--- src/rtl/hazard_ctrl.sv ---
// hazard_ctrl: hazard and fetch-sequencing controller for the 5-stage MIPS pipeline.
// Resolves load-use stalls, branch/jump redirects, memory-wait freezes and halt/resume.
// Optional build macro: HAZARD_PERF_CNT_EN enables the saturating stall/flush counters;
// without it stall_cnt/flush_cnt are tied to 0.
//
// state | meaning
// RUN   | normal issue, hazard priority evaluated every cycle
// WAIT  | pipeline frozen while mem_busy is high
// HALT  | halt instruction retired into ID, waiting for resume

module hazard_ctrl #(
  parameter int CNT_W    = 16,
  parameter int WAIT_MAX = 15
) (
  input  logic             clock,
  input  logic             reset,
  input  logic [4:0]       id_rs,
  input  logic [4:0]       id_rt,
  input  logic             id_use_rs,
  input  logic             id_use_rt,
  input  logic             id_jump,
  input  logic             id_halt,
  input  logic             ex_mem_read,
  input  logic [4:0]       ex_rt,
  input  logic             ex_branch_taken,
  input  logic             mem_busy,
  input  logic             resume,
  output logic             PCWrite,
  output logic             PCSrc,
  output logic             jump,
  output logic             ifid_write,
  output logic             ifid_flush,
  output logic             idex_flush,
  output logic             stall_all,
  output logic             halted,
  output logic             wait_timeout,
  output logic [CNT_W-1:0] stall_cnt,
  output logic [CNT_W-1:0] flush_cnt
);

  typedef enum logic [1:0] {S_RUN, S_WAIT, S_HALT} state_t;

  // Wait counter saturates one past WAIT_MAX, which is enough to flag the overrun.
  localparam int WCNT_W = $clog2(WAIT_MAX + 2);
  localparam logic [WCNT_W-1:0] WCNT_MAX = WCNT_W'(WAIT_MAX);
  localparam logic [WCNT_W-1:0] WCNT_SAT = WCNT_W'(WAIT_MAX + 1);

  state_t            state, state_nxt;
  logic [WCNT_W-1:0] wait_cnt;
  logic              lu;
  logic              lu_bubble;

  assign lu = ex_mem_read && (ex_rt != 5'd0) &&
              ((id_use_rs && (ex_rt == id_rs)) || (id_use_rt && (ex_rt == id_rt)));

  // State register; reset aborts any WAIT or HALT back to RUN.
  always_ff @(posedge clock or posedge reset) begin
    if (reset) state <= S_RUN;
    else       state <= state_nxt;
  end

  // Next state and control outputs; WAIT with mem_busy low falls through to the RUN rules.
  always_comb begin
    state_nxt  = state;
    PCWrite    = 1'b0;
    PCSrc      = 1'b0;
    jump       = 1'b0;
    ifid_write = 1'b0;
    ifid_flush = 1'b0;
    idex_flush = 1'b0;
    stall_all  = 1'b0;
    halted     = 1'b0;
    lu_bubble  = 1'b0;
    case (state)
      S_HALT: begin
        idex_flush = 1'b1;
        halted     = 1'b1;
        if (resume) state_nxt = S_RUN;
      end
      default: begin
        if (mem_busy) begin
          stall_all = 1'b1;
          state_nxt = S_WAIT;
        end else begin
          state_nxt = S_RUN;
          if (ex_branch_taken) begin
            PCSrc      = 1'b1;
            PCWrite    = 1'b1;
            ifid_flush = 1'b1;
            idex_flush = 1'b1;
          end else if (lu) begin
            idex_flush = 1'b1;
            lu_bubble  = 1'b1;
          end else if (id_halt) begin
            idex_flush = 1'b1;
            state_nxt  = S_HALT;
          end else if (id_jump) begin
            jump       = 1'b1;
            PCWrite    = 1'b1;
            ifid_flush = 1'b1;
          end else begin
            PCWrite    = 1'b1;
            ifid_write = 1'b1;
          end
        end
      end
    endcase
    if (reset) begin
      state_nxt  = S_RUN;
      PCWrite    = 1'b0;
      PCSrc      = 1'b0;
      jump       = 1'b0;
      ifid_write = 1'b0;
      ifid_flush = 1'b1;
      idex_flush = 1'b1;
      stall_all  = 1'b0;
      halted     = 1'b0;
      lu_bubble  = 1'b0;
    end
  end

  // Consecutive frozen-cycle counter with sticky overrun flag.
  always_ff @(posedge clock or posedge reset) begin
    if (reset) begin
      wait_cnt     <= '0;
      wait_timeout <= 1'b0;
    end else begin
      if (stall_all) begin
        if (wait_cnt != WCNT_SAT) wait_cnt <= wait_cnt + WCNT_W'(1);
        if (wait_cnt >= WCNT_MAX) wait_timeout <= 1'b1;
      end else begin
        wait_cnt <= '0;
      end
    end
  end

`ifdef HAZARD_PERF_CNT_EN
  logic             stall_evt;
  logic             flush_evt;
  logic [CNT_W-1:0] stall_q;
  logic [CNT_W-1:0] flush_q;

  assign stall_evt = lu_bubble | stall_all | halted;
  assign flush_evt = PCSrc | jump;

  // Saturating stall and redirect counters.
  always_ff @(posedge clock or posedge reset) begin
    if (reset) begin
      stall_q <= '0;
      flush_q <= '0;
    end else begin
      if (stall_evt && (stall_q != '1)) stall_q <= stall_q + CNT_W'(1);
      if (flush_evt && (flush_q != '1)) flush_q <= flush_q + CNT_W'(1);
    end
  end

  assign stall_cnt = stall_q;
  assign flush_cnt = flush_q;
`else
  logic unused_lu_bubble;
  assign unused_lu_bubble = lu_bubble;
  assign stall_cnt = '0;
  assign flush_cnt = '0;
`endif

endmodule

--- config.mk ---
export PLATFORM = sky130hd
export DESIGN_NAME = hazard_ctrl
export DESIGN_NICKNAME = d
export VERILOG_FILES = /design/src/rtl/hazard_ctrl.sv
export SDC_FILE = /design/constraint.sdc
export NUM_CORES = 1
export LEC_CHECK = 0
export BUFFER_PORTS_ARGS = -buffer_cell sky130_fd_sc_hd__clkbuf_2
export CORE_ASPECT_RATIO = 0.7
export CORE_MARGIN = 2
export CORE_UTILIZATION = 43
export CTS_CLUSTER_DIAMETER = 150
export DETAILED_ROUTE_END_ITERATION = 16
export PLACE_DENSITY_LB_ADDON = 0.12
export SLEW_MARGIN = 20
export SYNTH_ARGS = -nofsm -noshare
export SYNTH_HDL_FRONTEND = slang
export SYNTH_SLANG_ARGS = --single-unit
--- constraint.sdc ---
create_clock -name clock -period 4.2 [get_ports clock]
set_input_delay 0.63 -clock clock [delete_from_list [all_inputs] [get_ports clock]]
set_output_delay 0.63 -clock clock [all_outputs]
set_load 0.05 [all_outputs]
# Word level (Yosys, flattened, before mapping)
# Cells that the tools add are included.
[word_totals]
regBits = 8
in_bits = 25
elab_cells = 66
[classes]
reduce_logical = 7
order_cmp = 1
n_mux = 48
add_sub_neg = 1
n_eq_ne = 6
[ops]
columns = ["op", "n"]
rows = [
  ["$mux 1", 39],
  ["$mux 2", 7],
  ["$eq 5x5->1", 2],
  ["$mux 5", 2],
  ["$add 5x1->5 const B", 1],
  ["$ge 5x4->1 const B", 1],
  ["$ne 5x5->1 const B", 1],
  ["$reduce_bool 5->1", 1],
  ["$logic_and 1x1->1", 4],
  ["$ne 3x3->1 const B", 1],
  ["$eq 2x2->1 const B", 1],
  ["$ne 2x1->1 const B", 1],
  ["$reduce_and 2->1", 1],
  ["$logic_or 1x1->1", 1],
]

# Logic depth before layout (Yosys ltp)
[depth]
ltp_word = 9
depth_mapped = 5
depth_no_buf = 5

# Worst setup path after synthesis
# Ideal clock, no wire load.
[synth_timing]
path_type = "input to output"
startpoint = "in ex_rt[1]"
endpoint = "out PCWrite"
path_buffers = 0
arrival_ns = 2.530
stages = 4
path_slack_ns = 1.040
path_cell_list = "or4_4 > o21ai_1 > nor2_1 > a21boi_0"
[synth_between]
elab_chain_cells = 9
elab_cells_between_ends = 13
classes_between = "2 x eq/ne; 5 x mux; 6 x reduce/logical"
[synth_rtl]
columns = ["item", "line", "text"]
rows = [
  ["start: declaration", "24", "input logic [4:0] ex_rt,"],
  ["$eq 5x5->1", "54", "((id_use_rs && (ex_rt == id_rs)) || (id_use_rt && (ex_rt == id_rt)));"],
  ["$logic_and 1x1->1", "54", ""],
  ["$logic_or 1x1->1", "54", ""],
  ["$logic_and 1x1->1 (*)", "53", "assign lu = ex_mem_read && (ex_rt != 5'd0) &&"],
  ["$mux 1 (*)", "91", "end else if (lu) begin"],
  ["$mux 1 (*)", "86", "if (ex_branch_taken) begin"],
  ["$mux 1 (*)", "81", "if (mem_busy) begin"],
  ["$mux 1 (*)", "74", "case (state)"],
  ["$mux 1 (*)", "108", "if (reset) begin"],
  ["end: declaration", "28", "output logic PCWrite,"],
]
# Every way passes the cells marked *; elsewhere a longest branch is shown, timed or not.

# Worst setup path in the final report
[layout_timing]
startpoint = "in ex_rt[1]"
endpoint = "out ifid_write"
[layout_between]
elab_chain_cells = 9
elab_cells_between_ends = 13
classes_between = "2 x eq/ne; 5 x mux; 6 x reduce/logical"
[layout_rtl]
columns = ["item", "line", "text"]
rows = [
  ["$eq 5x5->1", "54", ""],
  ["$logic_and 1x1->1", "54", ""],
  ["$logic_or 1x1->1", "54", ""],
  ["$logic_and 1x1->1 (*)", "53", ""],
  ["$mux 1 (*)", "91", ""],
  ["$mux 1 (*)", "86", ""],
  ["$mux 1 (*)", "81", ""],
  ["$mux 1 (*)", "74", ""],
  ["$mux 1 (*)", "108", ""],
  ["end: declaration", "31", "output logic ifid_write,"],
]
# Marks and branches as above.

==> out/qor.yml <==
run_status:
  status: "complete, but fails checks"
  failed_checks: "design-rule violations"
clock_tree:
  postCtsSetupRepairBufs: 0
  clk_path_buf_depth: 2
  clkSinkCount: 8
  numCtsBuffers: 3
  clock_latency_ps: 260
  cts_root_buf: "clkbuf_4"
  cts_max_level: 1
  clkSlewWorstSetupHoldPaths_ps: 50
  cts_tree: "built"
  hold_buffers: 0
  postCtsResizedCells: 0
yosys:
  netlist_area_um2: 905
  synth-xor-area-share_pct: 12.6
  ys_seq_area_share_pct: 22.1
  synthMuxAreaShare_pct: 1.11
  ys_warn_count: 0
  synth-main-ff-cell: "dfrtp_1"
  synth_compound_area_share_pct: 13.4
  synth_edf_count: 0
  synth_async_sr_flop_share_pct: 100
  yosysUniqueCellTypes: 31
  yosys.area_share.simple_pct: 15.9
  synth_adder_area_share_pct: 4.15
  ys_ff_latch: 8
  synth_top_family_by_area: "buffers and inverters"
  synth_cells: 108
  syn_area_per_cell_um2: 8.38
global_routing:
  overflow: 0
  grt_max_degree: 11
  antenna_found_initial: 0
  grt_pass1_vias: 647
  grt_use_total_pct: 14.1
  grt_pass1_wl_mm: 2.73
cells_and_area:
  post-route-util_pct: 51.9
  n_fill_cell: 200
  num-nets-final: 173
  multi_input_area_um2: 547
  area_delta_synth_final_pct: 10.1
  seq_area_um2: 200
  antenna_cells: 0
  drive_gt1_share_pct: 28.0
sta:
  hold-worst-slack_ps: 386
  report.final.slew_viol_count: 0
  worst_slew_pin_slew_ps: 636
  period_share_pct: 68.4
  final-hold-violation-count: 0
  rsz0062_at_grt: "no"
  skew_ps: 5.52
  period_minus_slack_ps: 2870
  clock.fmax_mhz: 348
  fin_setup_tns_ps: 0
  finalSetupViolCount: 0
  slew-limit-headroom_pct: 57.6
setup_path:
  critPathLaunchType: "primary input"
  criticalPathCategory: "in2out"
  arrival_ps: 2240
  timing.rr.start: "wait_cnt[0]$_DFFE_PP0P_"
  critical_path_required_ps: 3570
  cp-startpoint: "ex_rt[1]"
  endpoint_kind: "output port"
  critPathMaxFanout: 3
floorplanning:
  die_h_um: 42.4
  ioPinCount: 66
  die_x_um: 58.8
  initial_core_util_pct: 47.1
  fp-row-count: 13
  die-area_mm2: 0.00249
  coreArea_mm2: 0.00192
route:
  antenna_left: 0
  via_per_inst: 4.59
  drtPass1Iterations: 10
  drt-initial-drc-count: 19
  totalWireLength_mm: 1.78
  wire_per_inst_um: 10.8
  drc: 5
  vias: 758
placement:
  port_buffers: 33
  gp_congestion: 0.887
  dpl.hpwl_mm: 1.54
pwr:
  leakage_uw: 0.000528
  power.density_mw_per_mm2: 268
  ir_worst_vdd_v: 0.000138
min_path:
  min_path_type: "in2async"
job:
  max_cap_viol_count: 0
[layout make-up]
class | count | area share [%]
clock buffer | 3 | 2.26
inverter | 9 | 3.39
multi-input combinational | 90 | 54.9
sequential | 8 | 20.1
tap | 22 | 2.76
timing repair buffer | 33 | 16.6
[logic make-up after synthesis]
kind of cell | after synthesis
AO/OA/AOI/OAI | 16
XOR/XNOR | 13
adder cells (fa/ha/maj) | 3
buffers and inverters | 41
flip-flops | 8
multiplexers | 1
other | 1
AND/OR/NAND/NOR | 25
[where the power goes]
part | leakage [uW] | internal, uW | total, uW | switching [uW]
logic | 0.000405 | 25.4 | 128 | 103
registers | 0.000109 | 79.3 | 80.7 | 1.37
clock network | 0.0000138 | 32.7 | 58.7 | 26.0
total | 0.000528 | 137 | 267 | 130
[critical path, cell delays in order]
cell and delay, ps:
clkbuf_2 110, or4_4 540, o21a_1 230, a2111oi_2 390, clkbuf_2 340
[metal layers]
layer | share of wire [%] | vias to the layer above | routed length [um] | global-route usage, %
met5 | 0 | - | 0 | 0
met1 | 43 | 354 | 769 | 18.1
met2 | 50 | 36 | 887 | 23.3
met4 | 0 | 0 | 0 | 3.18
li1 | - | 368 | - | -
met3 | 7.1 | 0 | 126 | 4.01
[worst paths after layout]
| path | end | slack (ps) | cells past startpoint |
|---|---|---|---|
| worst max-delay path | ifid_write | 1330 | 5 |
| worst min-delay path | wait_cnt[2]$_DFFE_PP0P_ | 390 | 2 |
| worst max register to register | wait_cnt[1]$_DFFE_PP0P_ | 2670 | 5 |
| worst min register to register | wait_timeout$_DFFE_PP0P_ | 480 | 1 |
| max in group asynchronous | wait_cnt[1]$_DFFE_PP0P_ | 3540 | 2 |
| min in group clock | wait_timeout$_DFFE_PP0P_ | 480 | 1 |
[placed cells by master, fill, tap and decap left out, drive strengths merged]
cell / n
clkbuf: 36
conb: 32
xnor2: 13
inv: 9
dfrtp: 8
nor3: 5
nor2: 5
a21oi: 3
nand2: 3
ha: 3
o21ai: 3
and3: 2
nor2b: 2
nand4: 2
a2111oi: 2
or4: 2
nor4b: 1
nand2b: 1
nand3: 1
a211oi: 1
o21bai: 1
o22ai: 1
a31oi: 1
o21a: 1
o21ba: 1
o31a: 1
and2: 1
a21boi: 1
mux2i: 1
[synthesized netlist by cell type (2+ instances only)]
library cell / number / area share [%]
a2111oi_2: 2 / 3.3
a21oi_1: 3 / 1.7
and3_1: 2 / 1.4
buf_4: 32 / 27
dfrtp_1: 8 / 22
ha_1: 3 / 4.1
inv_1: 9 / 3.7
nand2_1: 3 / 1.2
nand4_1: 2 / 1.4
nor2_1: 5 / 2.1
nor2b_1: 2 / 1.4
nor3_1: 5 / 2.8
o21ai_0: 2 / 1.1
xnor2_1: 13 / 13
[flip-flops by register name (all words and copies together) (netlist names)]
name / cells
state: 2
wait_timeout: 1
wait_cnt: 5
[through the flow]
step | cells | setup WS, ps | power (uW) | area (um^2)
finish | 165 | 1330 | 267 | 996
global route | 165 | 1260 | 281 | 996
CTS | 165 | 1340 | 269 | 996
detailed placement | 162 | 1340 | 209 | 973
global placement | 162 | 1390 | 209 | 973
floorplan | 139 | 1040 | 208 | 1020
No activity file was read; power rests on OpenSTA's default activity.
